[src/rtl/remote_link_arb.sv]
// remote_link_arb: two-requester arbiter for a shared command/response FIFO pair.
// A requester is granted round-robin. It pushes CMD_BYTES command bytes and
// then pops RSP_BYTES response bytes. It keeps the FIFO pair for that whole
// frame.
//
// Ports
//   clk, rst              clock, synchronous active-high reset
//   req[1:0]              per-requester transaction request
//   gnt[1:0]              registered one-hot grant
//   m_wr_en, m_din        requester command strobes / bytes (req i on [8i+7:8i])
//   m_full                per-requester command back-pressure
//   m_rd_en, m_dout       requester response strobes / shared response byte
//   m_empty               per-requester response-empty indication
//   abort                 one-cycle pulse when the watchdog kills a frame
//   full, wr_en, din      shared command FIFO side
//   empty, rd_en, dout    shared response FIFO side
//
// Optional build macro: REMOTE_LINK_ARB_TIMEOUT_EN enables the response-wait
// watchdog (TIMEOUT_CYCLES consecutive empty cycles in RSP). Without it, abort
// is tied low and RSP waits indefinitely.
//
// state | meaning
// IDLE  | no owner; arbitrate on req
// CMD   | owner pushes command bytes
// RSP   | owner pops response bytes

module remote_link_arb #(
  parameter int CMD_BYTES      = 8,
  parameter int RSP_BYTES      = 8,
  parameter int TIMEOUT_CYCLES = 1024
) (
  input  logic        clk,
  input  logic        rst,
  input  logic [1:0]  req,
  output logic [1:0]  gnt,
  input  logic [1:0]  m_wr_en,
  input  logic [15:0] m_din,
  output logic [1:0]  m_full,
  input  logic [1:0]  m_rd_en,
  output logic [7:0]  m_dout,
  output logic [1:0]  m_empty,
  output logic [1:0]  abort,
  input  logic        full,
  output logic        wr_en,
  output logic [7:0]  din,
  input  logic        empty,
  output logic        rd_en,
  input  logic [7:0]  dout
);

  localparam int MAXB = (CMD_BYTES > RSP_BYTES) ? CMD_BYTES : RSP_BYTES;
  localparam int CW   = $clog2(MAXB) + 1;
  localparam logic [CW-1:0] CMD_LAST = CW'(CMD_BYTES - 1);
  localparam logic [CW-1:0] RSP_LAST = CW'(RSP_BYTES - 1);

  if (CMD_BYTES < 1 || RSP_BYTES < 1 || TIMEOUT_CYCLES < 1) begin : g_bad_params
    $error("remote_link_arb: CMD_BYTES, RSP_BYTES and TIMEOUT_CYCLES must be >= 1");
  end

  typedef enum logic [1:0] {S_IDLE, S_CMD, S_RSP} state_t;

  state_t          state_q, state_d;
  logic [1:0]      gnt_q, gnt_d;
  logic            ptr_q, ptr_d;
  logic [CW-1:0]   cmd_cnt_q, cmd_cnt_d;
  logic [CW-1:0]   rsp_cnt_q, rsp_cnt_d;
  logic            g;
  logic            in_cmd, in_rsp;
  logic            timeout;
  logic            sel;

  // The grant is one-hot, so bit 1 is the index of the owner.
  assign g      = gnt_q[1];
  assign gnt    = gnt_q;
  assign m_dout = dout;

  // Outputs come from registered state. They are forced idle while rst is
  // high, so nothing is pushed or popped during a reset cycle.
  always_comb begin
    in_cmd  = ~rst & (state_q == S_CMD);
    in_rsp  = ~rst & (state_q == S_RSP);
    wr_en   = in_cmd & m_wr_en[g] & ~full;
    rd_en   = in_rsp & m_rd_en[g] & ~empty;
    din     = 8'h00;
    if (in_cmd) din = g ? m_din[15:8] : m_din[7:0];
    m_full  = 2'b11;
    if (in_cmd) m_full[g] = full;
    m_empty = 2'b11;
    if (in_rsp) m_empty[g] = empty;
  end

`ifdef REMOTE_LINK_ARB_TIMEOUT_EN
  localparam int WW = $clog2(TIMEOUT_CYCLES) + 1;
  localparam logic [WW-1:0] WAIT_LAST = WW'(TIMEOUT_CYCLES - 1);

  logic [WW-1:0] wait_cnt_q, wait_cnt_d;

  // Counts consecutive empty cycles in RSP. The cycle that would reach
  // TIMEOUT_CYCLES fires the abort directly.
  always_comb begin
    wait_cnt_d = '0;
    timeout    = 1'b0;
    if (in_rsp) begin
      if (rd_en) begin
        wait_cnt_d = '0;
      end else if (empty) begin
        if (wait_cnt_q == WAIT_LAST) timeout = 1'b1;
        else                         wait_cnt_d = wait_cnt_q + 1'b1;
      end else begin
        wait_cnt_d = wait_cnt_q;
      end
    end
  end

  always_ff @(posedge clk) begin
    if (rst) wait_cnt_q <= '0;
    else     wait_cnt_q <= wait_cnt_d;
  end

  assign abort = timeout ? gnt_q : 2'b00;
`else
  assign timeout = 1'b0;
  assign abort   = 2'b00;
`endif

  always_comb begin
    state_d   = state_q;
    gnt_d     = gnt_q;
    ptr_d     = ptr_q;
    cmd_cnt_d = cmd_cnt_q;
    rsp_cnt_d = rsp_cnt_q;
    sel       = req[ptr_q] ? ptr_q : ~ptr_q;
    case (state_q)
      S_IDLE: begin
        if (|req) begin
          gnt_d     = sel ? 2'b10 : 2'b01;
          state_d   = S_CMD;
          cmd_cnt_d = '0;
          rsp_cnt_d = '0;
        end
      end
      S_CMD: begin
        if (wr_en) begin
          cmd_cnt_d = cmd_cnt_q + 1'b1;
          if (cmd_cnt_q == CMD_LAST) state_d = S_RSP;
        end
      end
      S_RSP: begin
        if (rd_en) rsp_cnt_d = rsp_cnt_q + 1'b1;
        if ((rd_en && rsp_cnt_q == RSP_LAST) || timeout) begin
          state_d   = S_IDLE;
          gnt_d     = 2'b00;
          ptr_d     = ~g;
          cmd_cnt_d = '0;
          rsp_cnt_d = '0;
        end
      end
      default: state_d = S_IDLE;
    endcase
  end

  always_ff @(posedge clk) begin
    if (rst) begin
      state_q   <= S_IDLE;
      gnt_q     <= 2'b00;
      ptr_q     <= 1'b0;
      cmd_cnt_q <= '0;
      rsp_cnt_q <= '0;
    end else begin
      state_q   <= state_d;
      gnt_q     <= gnt_d;
      ptr_q     <= ptr_d;
      cmd_cnt_q <= cmd_cnt_d;
      rsp_cnt_q <= rsp_cnt_d;
    end
  end

endmodule

[config.mk]
export PLATFORM = sky130hd
export DESIGN_NAME = remote_link_arb
export DESIGN_NICKNAME = d
export VERILOG_FILES = /design/src/rtl/remote_link_arb.sv
export SDC_FILE = /design/constraint.sdc
export NUM_CORES = 1
export LEC_CHECK = 0
export ABC_CLOCK_PERIOD_IN_PS = 1800
export CORE_ASPECT_RATIO = 1.5
export CORE_MARGIN = 10
export CORE_UTILIZATION = 50
export DETAILED_ROUTE_END_ITERATION = 7
export DONT_BUFFER_PORTS = 1
export HOLD_SLACK_MARGIN = 0.02
export PLACE_DENSITY = 0.71
export SYNTH_ARGS = -nofsm -noshare
export SYNTH_HDL_FRONTEND = slang
export SYNTH_SLANG_ARGS = --single-unit
[constraint.sdc]
create_clock -name clk -period 1.8 [get_ports clk]
set_clock_uncertainty 0.15 [all_clocks]
set_input_delay 0.36 -clock clk [delete_from_list [all_inputs] [get_ports clk]]
set_output_delay 0.36 -clock clk [all_outputs]
set_load 0.02 [all_outputs]
Word level (Yosys, flattened, before mapping)
Cells that the tools add are included.

Add/subtract/negate cells: 2. Multiply operators: 0. Div/mod/pow operators: 0. Order comparisons: 3. Equal/unequal tests: 9. Shift operators: 0. Muxes and demuxes: 28. Bitwise logic cells: 14. Reductions and logical operators: 11.

Operators by type and width (number): two-way mux 4 bit (5); two-way mux 2 bit (8); two-way mux 8 bit (2); case mux 4 bit (3 select lines) (1); adder 4 x 1 -> 4 bit, second input constant (2); == test 4 x 3 -> 1 bit, second input constant (2); two-way mux 1 bit (8); case mux 4 bit (2 select lines) (1); AND reduction 4 bit (2); AND 1 bit (6); case mux 2 bit (3 select lines) (1); AND reduction 3 bit (2); NOT 1 bit (5); < comparator 1 x 2 -> 1 bit, second input constant (2); != test 2 x 1 -> 1 bit, second input constant (2); != test 2 bit, second input constant (2); bitwise OR 2 bit (2); case mux 2 bit (2 select lines) (1); != test 3 x 2 -> 1 bit, second input constant (1); nonzero test 3 bit (1); == test 2 x 1 -> 1 bit, second input constant (1); == test 2 bit, second input constant (1); logical AND 1 bit (2); logical NOT 2 bit (1); 6 further kinds (6).

Register bits: 13. Latch bits: 0. Memory bits (writable): 0. Bits in read-only memories: 0. Input port bits: 34. Output and inout bits: 26. Word-level logic and storage cells: 72. Memories kept: 0.

Longest topological paths before layout
Depth in word-level cells: 7. Gate-level depth with buffers: 5. Gate-level depth less buffers: 5.

Worst setup path before layout
OpenSTA, ideal clock, no wires.

Kind: register to output. Start: register gnt_q[1], in the netlist gnt[1]. End: output port din[0]. Arrival: 1.539 ns. Data required time: 1.290 ns. Setup slack: -0.249 ns. Cell stages (with the launch flop): 5. Path through: dfxtp_1 > clkbuf_1 > buf_1 > mux2i_1 > nor2_1.

Cells in the longest elaborated chain, start to end: 2.

Ends and longest elaborated chain: start: declaration (RTL line 63) `logic [1:0] gnt_q, gnt_d;`; start signal: assignment (RTL line 171) `gnt_q <= gnt_d;`; two-way mux 8 bit (2 in series) (RTL line 85) `if (in_cmd) din = g ? m_din[15:8] : m_din[7:0];`; end: declaration (RTL line 45) `output logic [7:0] din,`.

Every way passes these cells.

Worst setup path after layout
Start: register state_q[0]. End: output port wr_en.

Cells in the longest elaborated chain, start to end: 4.

Ends and longest elaborated chain: start: declaration (RTL line 62) `state_t state_q, state_d;`; start signal: assignment (RTL line 170) `state_q <= state_d;`; == test 2 x 1 -> 1 bit (RTL line 80) `in_cmd = ~rst & (state_q == S_CMD);`; AND 1 bit (RTL line 80); AND 1 bit (2 in series) (RTL line 82) `wr_en = in_cmd & m_wr_en[g] & ~full;`; end: declaration (RTL line 44) `output logic wr_en,`.

Every way passes these cells.

==> key figures <==
Power
  • PwrDens: 531 nW/µm²
  • VDD IR max: 0.637 mV
  • P_leak: 0.445 nW

CTS
  • Worst-Skew Late Latency: around 0.27 ns
  • Root Buffer: clkbuf_4
  • Worst-path clk slew: 0.08 ns
  • CTS H-tree lvls: 1
  • TritonCTS clock tree: built
  • CTS sink count: 13
  • Num CTS Buffers: 3
  • Maximum root-to-sink buffer count: 2

STA
  • Crit share post-route: 108%
  • Fin. Hold Viols: 0
  • Unrepaired setup endpoints after global routing: true
  • Worst setup margin: -0.151 ns
  • Fin Setup TNS: -1.23 ns
  • Min Tclk post-route: 1.95 ns
  • Max Clk Rate: 513 MHz
  • Final Slew Violations: 0
  • Number of setup violations in the final report: 13

Worst setup path
  • Element type at the critical path end: output port
  • Crit-path slowest cell: or3b_4
  • CP Launch Type: flop
  • CP top delay family: simple AND/OR/NAND/NOR gates
  • Crit-path max FO: 6
  • Setup CP Type: flop to output port
  • CP Buf/Inv Count: 1
  • Slowest stage delay, CP: 0.42 ns
  • CP Data Required Time: 1.29 ns
  • Worst path cell trace: or3b_4, nor3_4, buf_12
  • CP arrival: 1.44 ns

Drt
  • Vias per cell: 6.15
  • DRT iter0 DRCs: 36
  • DRC Markers: 0
  • WL per Instance: 18.9 µm
  • WL final: 2840 µm
  • DRT antenna net count: 0
  • Pre-antenna DRT Iters: 4
  • Vias: 922

Logic synthesis
  • Avg Inst Size Synth: 8.10 µm²
  • Register area share after synthesis: 26.8%
  • YS warnings: 0
  • FF+latch count, synth: 13
  • Most used DFF post-synth: dfxtp_1
  • Post-synth EDFFs: 0
  • FFs w/ async S/R, synth: 0%
  • Mapped Cells: 120
  • Netlist cell types: 41
  • Synth Cell Area: roughly 970 µm²

Run status
  • Status: finished with violations
  • Failing checks: setup timing

Min path
  • Worst Hold Class: primary input to flop

Run
  • Max_cap viols: 0

GRT
  • Initial antenna violation count: 0
  • GRT overflow: 0
  • Global-route wire length before repair: 4360 µm
  • Largest net degree at the start of global routing: 11
  • Number of global-route vias before repair: 908
  • GRT Total Usage: about an eighth

Layout
  • Area of the multi-input gates: approximately 740 µm²
  • Diodes inserted: 0
  • Final Cell Area: 1230 µm²
  • Synth-to-Final Area Change: 26.9%
  • Reg area: 267 µm²
  • Share of layout cells above drive strength 1: 36.4%
  • Final #Nets: about 170
  • Fin util: 66.5%
  • # fillers: around 150

Floorplan
  • Die Y: roughly 74 µm
  • Die footprint: 4140 µm²
  • Core Rows: 19
  • Ports: 60
  • Die width: between 50 and 60 µm
  • Initial Util: a little over half
  • CORE AREA: 1850 µm²

Placed design
  • Port buffer count: 0
  • Routability Congestion: approximately 0.76
  • Dpl hpwl: 2090 µm
  • DP Area: around 1100 µm²
path summary, 6_finish.rpt:
kind / start / to / slack [ns] / cells past startpoint
setup reg to reg: state_q[0] / rsp_cnt_q[3] / 0 / 7
hold reg to reg: cmd_cnt_q[3] / cmd_cnt_q[3] / 0.34 / 1
setup / recovery: state_q[0] / wr_en / -0.15 / 3
hold / removal: rst / gnt[0] / 0.05 / 1
sequential cells by signal, indices dropped and copies added, names as in the netlist:
| signal | flops |
|---|---|
| cmd_cnt_q | 4 |
| ptr_q | 1 |
| rsp_cnt_q | 4 |
| gnt | 2 |
| state_q | 2 |
worst register-to-register path: cells and delay by family (launching register included):
family	cells	cell delay [ns]
simple gates	2	0.58
flops	1	0.33
compound gates	2	0.22
buf+inv	3	0.45
report_power, final:
| part | switching [W] | internal [W] |
|---|---|---|
| Sequential | 0.00000957 | 0.000295 |
| Clock | 0.0000911 | 0.0000859 |
| Combinational | 0.0000985 | 0.0000747 |
synthesized netlist by cell type, types with 2 or more instances:
library cell   n  share of area, %
a31oi_1        3               1.9
dfxtp_1       13                27
nor3_1         4               2.1
nand3_1        2               1.0
nand2b_1       3               1.9
nand3b_1       2               1.5
clkbuf_1       3               1.2
ha_1           2               2.6
nor2_1        19               7.3
o21ai_0        3               1.5
nor4_1         2               1.3
inv_1          5               1.9
a21oi_1        5               2.6
buf_4         10               7.7
nand2_1        5               1.9
o32ai_1        2               1.8
mux2i_1       11                11
or3_1          3               1.9
routing by layer:
| layer | track usage (%) | up-vias | wire (µm) |
|---|---|---|---|
| met5 | 0 | - | 0 |
| met4 | 4.83 | 0 | 35 |
| met3 | 6.98 | 4 | 396 |
| met2 | 20.5 | 62 | 1340 |
| met1 | 13.5 | 418 | 1070 |
| li1 | - | 438 | - |
cell families (layout without fill, tap and decap cells):
kind of cell	Yosys count	count (layout)	share of synthesized area, %
AO/OA/AOI/OAI	22	22	15.7
flip-flops	13	13	26.8
AND/OR/NAND/NOR	50	50	30.0
adder cells (fa/ha/maj)	2	2	2.57
buffers and inverters	19	27	11.2
XOR/XNOR	1	1	0.901
other	1	2	0.386
multiplexers	12	12	12.5
layout by cell type (no fill, tap or decap), types with 3 or more instances in the layout:
master / instances
nor3_1: 4
nand2_1: 3
nor2_4: 8
dfxtp_1: 10
inv_1: 5
o21ai_0: 3
mux2i_1: 10
nor2_1: 11
a21oi_1: 4
nand2b_1: 3
buf_4: 13
clkbuf_4: 3
or3_4: 3
through the flow:
step | setup WS, ns | total power [W] | hold slack (ns) | cells
floorplan | -0.0162 | 0.000460 | 0.295 | 121
global placement | 0.0762 | 0.000457 | 0.285 | 139
detailed placement | 0.0649 | 0.000460 | 0.285 | 139
CTS | -0.175 | 0.000647 | 0.0270 | 148
global route | -0.206 | 0.000699 | 0.0380 | 150
finish | -0.151 | 0.000655 | 0.0548 | 150
cell type report:
class | instances | share of cell area [%]
inverter | 5 | 1.52
sequential | 13 | 21.6
multi-input combinational | 89 | 59.6
timing repair buffer | 18 | 13.0
tap | 21 | 2.13
clock buffer | 4 | 2.13
timing repair:
item / 4_1_cts / 5_1_grt
hold buffers: 1 / 1
pin swaps: 10 / 4
setup endpoints to repair: 14 / 19
hold endpoints to repair: 5 / 1
buffers inserted: 4 / 2
gates resized for setup: 7 / 13
Power figures use the tool's default switching activity.
